`config.mk`:
```
export PLATFORM = sky130hd
export DESIGN_NAME = boss_hit_receiver_flat
export DESIGN_NICKNAME = d
export VERILOG_FILES = /design/src/rtl/boss_hit_receiver_if.sv /design/src/rtl/boss_hit_receiver.sv /design/src/flat_wrapper.sv
export SDC_FILE = /design/constraint.sdc
export NUM_CORES = 1
export LEC_CHECK = 0
export CORE_MARGIN = 2
export CORE_UTILIZATION = 58
export DETAILED_ROUTE_END_ITERATION = 8
export PLACE_DENSITY = 0.9
export SYNTH_ARGS = -nofsm -noshare
export SYNTH_HDL_FRONTEND = slang
export SYNTH_SLANG_ARGS = --single-unit
```
`constraint.sdc`:
```
create_clock -name clk -period 4.05 [get_ports clk]
set_input_delay 0.81 -clock clk [delete_from_list [all_inputs] [get_ports clk]]
set_output_delay 0.81 -clock clk [all_outputs]
set_load 0.005 [all_outputs]
```
`src/rtl/boss_hit_receiver_if.sv`:
```
// Hit/health bus between the player weapon logic, the boss draw/FSM side
// and the boss hit receiver.
interface boss_hit_receiver_if;
  logic       frame_tick;
  logic [1:0] game_active;
  logic       melee_hit;
  logic       projectile_hit;
  logic [7:0] boss_hp;
  logic       boss_alive;
  logic       boss_hurt;
  logic       boss_dead;

  modport master (
    output frame_tick, game_active, melee_hit, projectile_hit,
    input  boss_hp, boss_alive, boss_hurt, boss_dead
  );

  modport slave (
    input  frame_tick, game_active, melee_hit, projectile_hit,
    output boss_hp, boss_alive, boss_hurt, boss_dead
  );
endinterface

```
`src/rtl/boss_hit_receiver.sv`:
```
// Boss health tracker: edge-detects weapon hits, applies saturating damage,
// and enforces a frame-counted invulnerability window after each accepted hit.
module boss_hit_receiver #(
  parameter int BOSS_HP   = 200,
  parameter int MELEE_DMG = 4,
  parameter int PROJ_DMG  = 2,
  parameter int IFRAMES   = 8
) (
  input logic              clk,
  input logic              rst,
  boss_hit_receiver_if.slave bus
);

  localparam logic [1:0] IDLE   = 2'd0;
  localparam logic [1:0] FIGHT  = 2'd1;
  localparam logic [1:0] INVULN = 2'd2;
  localparam logic [1:0] DEAD   = 2'd3;

  localparam logic [7:0] HP_INIT  = 8'(BOSS_HP);
  localparam logic [8:0] MEL_DMG9 = 9'(MELEE_DMG);
  localparam logic [8:0] PRJ_DMG9 = 9'(PROJ_DMG);
  localparam logic [7:0] IFR_INIT = 8'(IFRAMES);

  logic [1:0] state;
  logic [7:0] hp;
  logic [7:0] iframe_cnt;
  logic       melee_q;
  logic       proj_q;
  logic       dead_pulse;

  logic       mel_rise;
  logic       prj_rise;
  logic       fighting;
  logic [8:0] dmg;
  logic [7:0] hp_next;

  always_comb begin
    mel_rise = bus.melee_hit & ~melee_q;
    prj_rise = bus.projectile_hit & ~proj_q;
    fighting = (bus.game_active == 2'd1);
    dmg      = (mel_rise ? MEL_DMG9 : 9'd0) + (prj_rise ? PRJ_DMG9 : 9'd0);
    hp_next  = (dmg >= {1'b0, hp}) ? 8'd0 : (hp - dmg[7:0]);
  end

  // Edge registers track the inputs in every state so a level held through
  // invulnerability or IDLE never produces a late second hit.
  always_ff @(posedge clk or negedge rst) begin
    if (!rst) begin
      melee_q <= 1'b0;
      proj_q  <= 1'b0;
    end else begin
      melee_q <= bus.melee_hit;
      proj_q  <= bus.projectile_hit;
    end
  end

  always_ff @(posedge clk or negedge rst) begin
    if (!rst) begin
      state      <= IDLE;
      hp         <= HP_INIT;
      iframe_cnt <= 8'd0;
      dead_pulse <= 1'b0;
    end else begin
      dead_pulse <= 1'b0;
      if (!fighting) begin
        state      <= IDLE;
        hp         <= HP_INIT;
        iframe_cnt <= 8'd0;
      end else begin
        case (state)
          IDLE: begin
            hp    <= HP_INIT;
            state <= FIGHT;
          end
          FIGHT: begin
            if (dmg != 9'd0) begin
              hp <= hp_next;
              if (hp_next == 8'd0) begin
                state      <= DEAD;
                dead_pulse <= 1'b1;
              end else begin
                state      <= INVULN;
                iframe_cnt <= IFR_INIT;
              end
            end
          end
          INVULN: begin
            if (bus.frame_tick) begin
              if (iframe_cnt <= 8'd1) begin
                state      <= FIGHT;
                iframe_cnt <= 8'd0;
              end else begin
                iframe_cnt <= iframe_cnt - 8'd1;
              end
            end
          end
          DEAD: begin
            hp <= 8'd0;
          end
          default: begin
            state <= IDLE;
          end
        endcase
      end
    end
  end

  assign bus.boss_hp    = hp;
  assign bus.boss_alive = (state != DEAD);
  assign bus.boss_hurt  = (state == INVULN);
  assign bus.boss_dead  = dead_pulse;

endmodule
```
`src/flat_wrapper.sv`:
```
// flat-port wrapper written by rule: the top's interface ports become plain ports
module boss_hit_receiver_flat 
#(
  parameter int BOSS_HP   = 200,
  parameter int MELEE_DMG = 4,
  parameter int PROJ_DMG  = 2,
  parameter int IFRAMES   = 8
)
  (clk, rst, bus_frame_tick, bus_game_active, bus_melee_hit, bus_projectile_hit, bus_boss_hp, bus_boss_alive, bus_boss_hurt, bus_boss_dead);
  boss_hit_receiver_if bus_i ();
  input logic clk;
  input logic rst;
  input wire logic [$bits(bus_i.frame_tick)-1:0] bus_frame_tick;
  input wire logic [$bits(bus_i.game_active)-1:0] bus_game_active;
  input wire logic [$bits(bus_i.melee_hit)-1:0] bus_melee_hit;
  input wire logic [$bits(bus_i.projectile_hit)-1:0] bus_projectile_hit;
  output wire logic [$bits(bus_i.boss_hp)-1:0] bus_boss_hp;
  output wire logic [$bits(bus_i.boss_alive)-1:0] bus_boss_alive;
  output wire logic [$bits(bus_i.boss_hurt)-1:0] bus_boss_hurt;
  output wire logic [$bits(bus_i.boss_dead)-1:0] bus_boss_dead;
  assign bus_i.frame_tick = bus_frame_tick;
  assign bus_i.game_active = bus_game_active;
  assign bus_i.melee_hit = bus_melee_hit;
  assign bus_i.projectile_hit = bus_projectile_hit;
  assign bus_boss_hp = bus_i.boss_hp;
  assign bus_boss_alive = bus_i.boss_alive;
  assign bus_boss_hurt = bus_i.boss_hurt;
  assign bus_boss_dead = bus_i.boss_dead;
  boss_hit_receiver #(.BOSS_HP(BOSS_HP), .MELEE_DMG(MELEE_DMG), .PROJ_DMG(PROJ_DMG), .IFRAMES(IFRAMES)) u_core (.clk(clk), .rst(rst), .bus(bus_i));
endmodule
```
Word level (Yosys, flattened, before mapping)
Cells that the tools add are included.

cells by class
  $add $sub $neg = 3
  order comparisons = 2
  eq/ne operators = 12
  muxes and demuxes = 22
  bitwise gates (word level) = 4
  reductions and logical operators = 6

operators by type and width
  cell                   number
  $mux W8                8
  $pmux W8 S3            1
  $pmux W8 S2            1
  $ne A3 B3 Y1 const B   5
  $mux W2                5
  $add A9 B9 Y9          1
  $ge A9 B8 Y1           1
  $reduce_bool A9 Y1     1
  $le A8 B1 Y1 const B   1
  $logic_not A8 Y1       1
  $ne A4 B4 Y1 const B   2
  $reduce_and A4 Y1      2
  $sub A8 B1 Y8 const B  1
  $sub A8 B8 Y8          1
  $pmux W2 S3            1
  $mux W1                5
  $eq A2 B1 Y1 const B   2
  $eq A2 B2 Y1 const B   2
  $mux W3                1
  $and A1 B1 Y1          2
  $logic_not A2 Y1       1
  $ne A2 B2 Y1 const B   1
  $not A1 Y1             2
  $reduce_and A2 Y1      1

word-level totals
  register bits = 21
  input port bits = 7
  output and inout port bits = 11
  word-level logic and storage cells = 55

Logic depth before layout (Yosys ltp)
  word-level depth = 11
  depth in mapped cells = 11
  mapped depth without buffers = 10

Worst setup path after synthesis
No wires, ideal clock.

  kind = input port to flip-flop
  start = input port bus_melee_hit
  end = register u_core.iframe_cnt[5]
  library setup time = 122 ps
  arrival = 2898 ps
  data required time = 3928 ps
  slack = 1030 ps
  cell stages on the path = 10
  path buffers = 1
  path through = nor2b_1 > ha_1 > ha_1 > or2_1 > dlymetal6s2s_1 > nor4_2 > a21boi_1 > o31a_1 > a22o_1 > a32o_1

on the way
  cells in the longest elaborated chain, start to end = 8
  elaborated cells on any way between the ends = 11
  those cells by class = add/sub: 2; order compare: 1; eq/ne: 2; mux: 2; bitwise: 1; reduce/logical: 3

ends and longest elaborated chain
  element                                        line                     RTL
  start, declared                                flat_wrapper.sv:15       input wire logic [$bits(bus_i.melee_hit)-1:0] bus_melee_hit;
  $and A1 B1 Y1 *                                boss_hit_receiver.sv:38  mel_rise = bus.melee_hit & ~melee_q;
  $mux W3 *                                      boss_hit_receiver.sv:41  dmg = (mel_rise ? MEL_DMG9 : 9'd0) + (prj_rise ? PRJ_DMG9 : 9'd0);
  $add A9 B9 Y9 *                                boss_hit_receiver.sv:41
  $sub A8 B8 Y8 or $ge A9 B8 Y1 (tied branches)  boss_hit_receiver.sv:42  hp_next = (dmg >= {1'b0, hp}) ? 8'd0 : (hp - dmg[7:0]);
  $mux W8                                        boss_hit_receiver.sv:42
  $logic_not A8 Y1                               boss_hit_receiver.sv:78  if (hp_next == 8'd0) begin
  $ne A3 B3 Y1 (no source line)                  -
  $reduce_and A4 Y1 (no source line) *           -
  end signal, assigned                           boss_hit_receiver.sv:93  iframe_cnt <= iframe_cnt - 8'd1;
  end, declared                                  boss_hit_receiver.sv:26  logic [7:0] iframe_cnt;

Mark *: on every way between the ends. The rest lies on a longest branch, timed or not.
A chain may end at the register's enable or synchronous reset.

Worst setup path after layout
  start = input port bus_projectile_hit
  end = register u_core.iframe_cnt[5]

on the way
  cells in the longest elaborated chain, start to end = 8
  elaborated cells on any way between the ends = 11
  those cells by class = add/sub: 2; order compare: 1; eq/ne: 2; mux: 2; bitwise: 1; reduce/logical: 3

ends and longest elaborated chain
  element                                        line                     RTL
  start, declared                                flat_wrapper.sv:16       input wire logic [$bits(bus_i.projectile_hit)-1:0] bus_projectile_hit;
  $and A1 B1 Y1 *                                boss_hit_receiver.sv:39  prj_rise = bus.projectile_hit & ~proj_q;
  $mux W2 *                                      boss_hit_receiver.sv:41
  $add A9 B9 Y9 *                                boss_hit_receiver.sv:41
  $sub A8 B8 Y8 or $ge A9 B8 Y1 (tied branches)  boss_hit_receiver.sv:42
  $mux W8                                        boss_hit_receiver.sv:42
  $logic_not A8 Y1                               boss_hit_receiver.sv:78
  $ne A3 B3 Y1 (no source line)                  -
  $reduce_and A4 Y1 (no source line) *           -

Marks and branches as above.

==> results.cfg <==
[floorplan]
initial_core_util_pct = 60.03
boundary_pins = 18
dieHeight_um = 51.39
row_count = 17
die_area_sq_um = 2641
floorplan.die.width_um = 51.39
core_sq_um = 2170

[critical_path]
crit_path_end_kind = flip-flop
timing.critical_path.buf_inv = 2
cp_common_cell = sky130_fd_sc_hd__ha_1
timing.setup.critical_path_class = input pin to flip-flop
critical-path-slowest-cell = sky130_fd_sc_hd__clkdlybuf4s50_1
setup.worst_path.start_class = input pin
cp_data_arrival_time_ns = 3.60
required_arrival_time_at_the_worst_endpoint_ns = 4.26
path_max_fanout = 6
cell_breakdown_of_the_critical_path = clkdlybuf4s50_1 -> nor2b_1 -> ha_1 -> inv_1 -> ha_1 -> or2_1 -> nor4_2 -> a21boi_1 -> o31a_1 -> a22o_1 -> a32o_1
worst_path_largest_cell_delay_ns = 0.48
timing.critical_path.max_delay_family = compound AO/OA/AOI/OAI gates

[global_route]
total_overflow_reported_by_the_global_router = 0
grt_max_degree = 22
grt.total_usage_pct = 26.13
grt_antenna_before_repair = 0
grt_first_pass_wirelength_um = 5202
number_of_global_route_vias_before_repair = 1218

[sta]
finalHoldViolations = 0
post-route-worst-setup-slack_ns = 0.6563
slew_violations = 0
worst_clock_skew_ns = 0.003893
setup_violations = 0
fmax_mhz = 294.7
final.setup.tns_ns = 0
grt_setup_unrepaired = no
tightest_slew_ns = 0.9204
timing.final.crit_period_ns = 3.394
max_slew_margin_pct = 38.45
hold_slack_ns = 0.5102
period_share_pct = 83.79

[cells_and_area]
syn2layout_area_growth_pct = 16.23
filler_cell_count = 176
total_area_of_multi_input_combinational_cells_sq_um = 704.4
final_nets = 181
final_area_sq_um = 1514
antennaDiodeCount = 0
mostFrequentLayoutCells = sky130_fd_sc_hd__dfrtp_1, sky130_fd_sc_hd__clkdlybuf4s50_1, sky130_fd_sc_hd__inv_1, sky130_fd_sc_hd__nand2_1, sky130_fd_sc_hd__nor2_1
most_common_library_cell_in_the_layout_ignoring_fill_and_taps = sky130_fd_sc_hd__dfrtp_1
fraction_of_final_layout_cells_with_drive_strength_greater_than_1_pct = 9.639
regArea_sq_um = 529.3

[synthesis]
synthDominantCellAreaShare_pct = 34.58
synthTopCellsByArea = sky130_fd_sc_hd__dfrtp_1, sky130_fd_sc_hd__ha_1, sky130_fd_sc_hd__dfstp_2
synth_cells = 148
postSynthNetCount = 162
syn-mean-instance-area_sq_um = 8.801
yosysWarnings = 0
ys_seq_elements = 21
syn-cell-area_sq_um = 1302
synth_enable_flop_cells = 0
synthArstFlopShare_pct = 100.0
yosysSeqAreaShare_pct = 40.63
top_cell_type_by_total_area_after_synthesis = sky130_fd_sc_hd__dfrtp_1
yosys_most_used_dff = sky130_fd_sc_hd__dfrtp_1
synth_cell_types = 46

[placed_design]
pre_cts_ws_ns = 0.3461
dpl-instance-area_sq_um = 1488
detailed_place_hpwl_um = 2238
gpl.final_weighted_congestion = 0.9090
portBuffers = 17

[drt]
drt_first_iter_violations = 49
vias = 1229
drt_drc_violations_left = 0
drt.antenna.violating_nets = 0
detail_route.first_pass.iterations = 4
post_drt_wl_per_cell_um = 15.43
postRouteWirelength_um = 2994
via_per_inst = 6.335

[power]
cellPowerDensity_nw_per_um2 = 254.9
swShare_pct = 27.78
internal-power_mw = 0.2787
switchingPower_mw = 0.1072
share_comb_of_total_power_pct = 15.3
seq_power_share_pct = 57.6
total_power_mw = 0.3859
vdd.ir_drop.worst_mv = 0.1698
p_leak_nw = 0.6602
clkPwrFrac_pct = 27.1

[run]
maxCapViolCount = 0

[cts]
latest_clock_arrival_within_the_worst_skew_pair_ns = 0.31
clk_root_buffer_cell = sky130_fd_sc_hd__clkbuf_4
clk_path_buf_depth = 2
post-cts-setup-buffers = 0
clkSlewWorstSetupHoldPaths_ns = 0.12
clock_sinks = 21
cts-buffers-inserted = 3
tritoncts = yes
clock_tree.htree_level_count = 1
postCtsResizedCells = 0
postCtsHoldBufs = 0

[status]
outcome = finished, final reports clean

[worst_hold_path]
timing.hold.worst.class = flip-flop to flip-flop
## stage by stage
step,util (%),cells
3_3_place_gp,68.57,190
4_1_cts,69.78,194
2_1_floorplan,-,148
3_5_place_dp,68.57,190
5_1_grt,69.78,194
6_report,69.78,194
## worst reg2reg max path, stage by stage (launching register included)
cell and delay (ns):
sky130_fd_sc_hd__dfrtp_1 0.39, sky130_fd_sc_hd__nor2b_1 0.34, sky130_fd_sc_hd__ha_1 0.27, sky130_fd_sc_hd__inv_1 0.06
sky130_fd_sc_hd__ha_1 0.20, sky130_fd_sc_hd__or2_1 0.28, sky130_fd_sc_hd__nor4_2 0.23, sky130_fd_sc_hd__a21boi_1 0.14
sky130_fd_sc_hd__o31a_1 0.30, sky130_fd_sc_hd__a22o_1 0.25, sky130_fd_sc_hd__a32o_1 0.20
## cell families (layout without fill, tap and decap cells)
kind of cell	after synthesis	count (layout)	share of synthesized area, %
AO/OA/AOI/OAI	43	43	22.00
flip-flops	21	21	40.63
adder cells (fa/ha/maj)	7	7	6.724
AND/OR/NAND/NOR	60	60	24.69
XOR/XNOR	1	1	0.6726
buffers and inverters	16	34	5.284
## registers in the layout, indices dropped and copies added (netlist names)
name and count:
u_core.bus.boss_dead 1, u_core.proj_q 1, u_core.melee_q 1, u_core.iframe_cnt 8, u_core.bus.boss_hp 8, u_core.state 2
## final cells by class
cell class,count,share of cell area (%)
Timing Repair Buffer,17,11.24
Sequential cell,21,34.96
Clock buffer,4,1.736
Multi-Input combinational cell,111,46.53
Tap cell,28,2.314
Inverter,13,3.223
## power by group through the flow
| stage | logic (mW) | registers [mW] | clock network [mW] |
|---|---|---|---|
| 2_1_floorplan | 0.0390 | 0.224 | 0 |
| 3_3_place_gp | 0.0556 | 0.226 | 0 |
| 3_5_place_dp | 0.0581 | 0.226 | 0 |
| 4_1_cts | 0.0586 | 0.222 | 0.104 |
| 5_1_grt | 0.0666 | 0.223 | 0.115 |
| 6_report | 0.0590 | 0.222 | 0.105 |
## final timing paths
path,end,start,slack (ns),cells after the start
min in group asynchronous,u_core.bus.boss_hp[5]$_DFFE_PN0P_,rst,1.00,1
worst max-delay path,u_core.iframe_cnt[5]$_DFFE_PN0P_,bus_projectile_hit,0.66,11
worst min-delay path,u_core.iframe_cnt[7]$_DFFE_PN0P_,u_core.iframe_cnt[7]$_DFFE_PN0P_,0.51,1
worst min register to register,u_core.iframe_cnt[7]$_DFFE_PN0P_,u_core.iframe_cnt[7]$_DFFE_PN0P_,0.51,1
worst max register to register,u_core.iframe_cnt[5]$_DFFE_PN0P_,u_core.proj_q$_DFF_PN0_,1.28,10
max in group asynchronous,u_core.iframe_cnt[3]$_DFFE_PN0P_,rst,2.49,1
## metal layers
metal / track usage, % / up-vias / share of wire (%)
met4: 17.54 / 0 / 3.7
met2: 43.80 / 57 / 51
li1: - / 575 / -
met5: 0 / - / 0
met3: 4.678 / 14 / 5.6
met1: 30.13 / 583 / 40
## cell usage after synthesis, types with 2 or more instances
cell,instances
sky130_fd_sc_hd__a21oi_1,7
sky130_fd_sc_hd__a31oi_1,7
sky130_fd_sc_hd__a32o_1,2
sky130_fd_sc_hd__clkbuf_1,2
sky130_fd_sc_hd__dfrtp_1,18
sky130_fd_sc_hd__dfstp_2,3
sky130_fd_sc_hd__ha_1,7
sky130_fd_sc_hd__inv_1,13
sky130_fd_sc_hd__nand2_1,13
sky130_fd_sc_hd__nand2b_1,2
sky130_fd_sc_hd__nand3_1,2
sky130_fd_sc_hd__nor2_1,12
sky130_fd_sc_hd__nor2b_1,4
sky130_fd_sc_hd__nor3_1,11
sky130_fd_sc_hd__nor4_1,2
sky130_fd_sc_hd__o21a_1,3
sky130_fd_sc_hd__o21ai_0,7
sky130_fd_sc_hd__o22ai_1,3
sky130_fd_sc_hd__o31ai_1,3
Note: power is estimated with default switching activity, not from simulation.
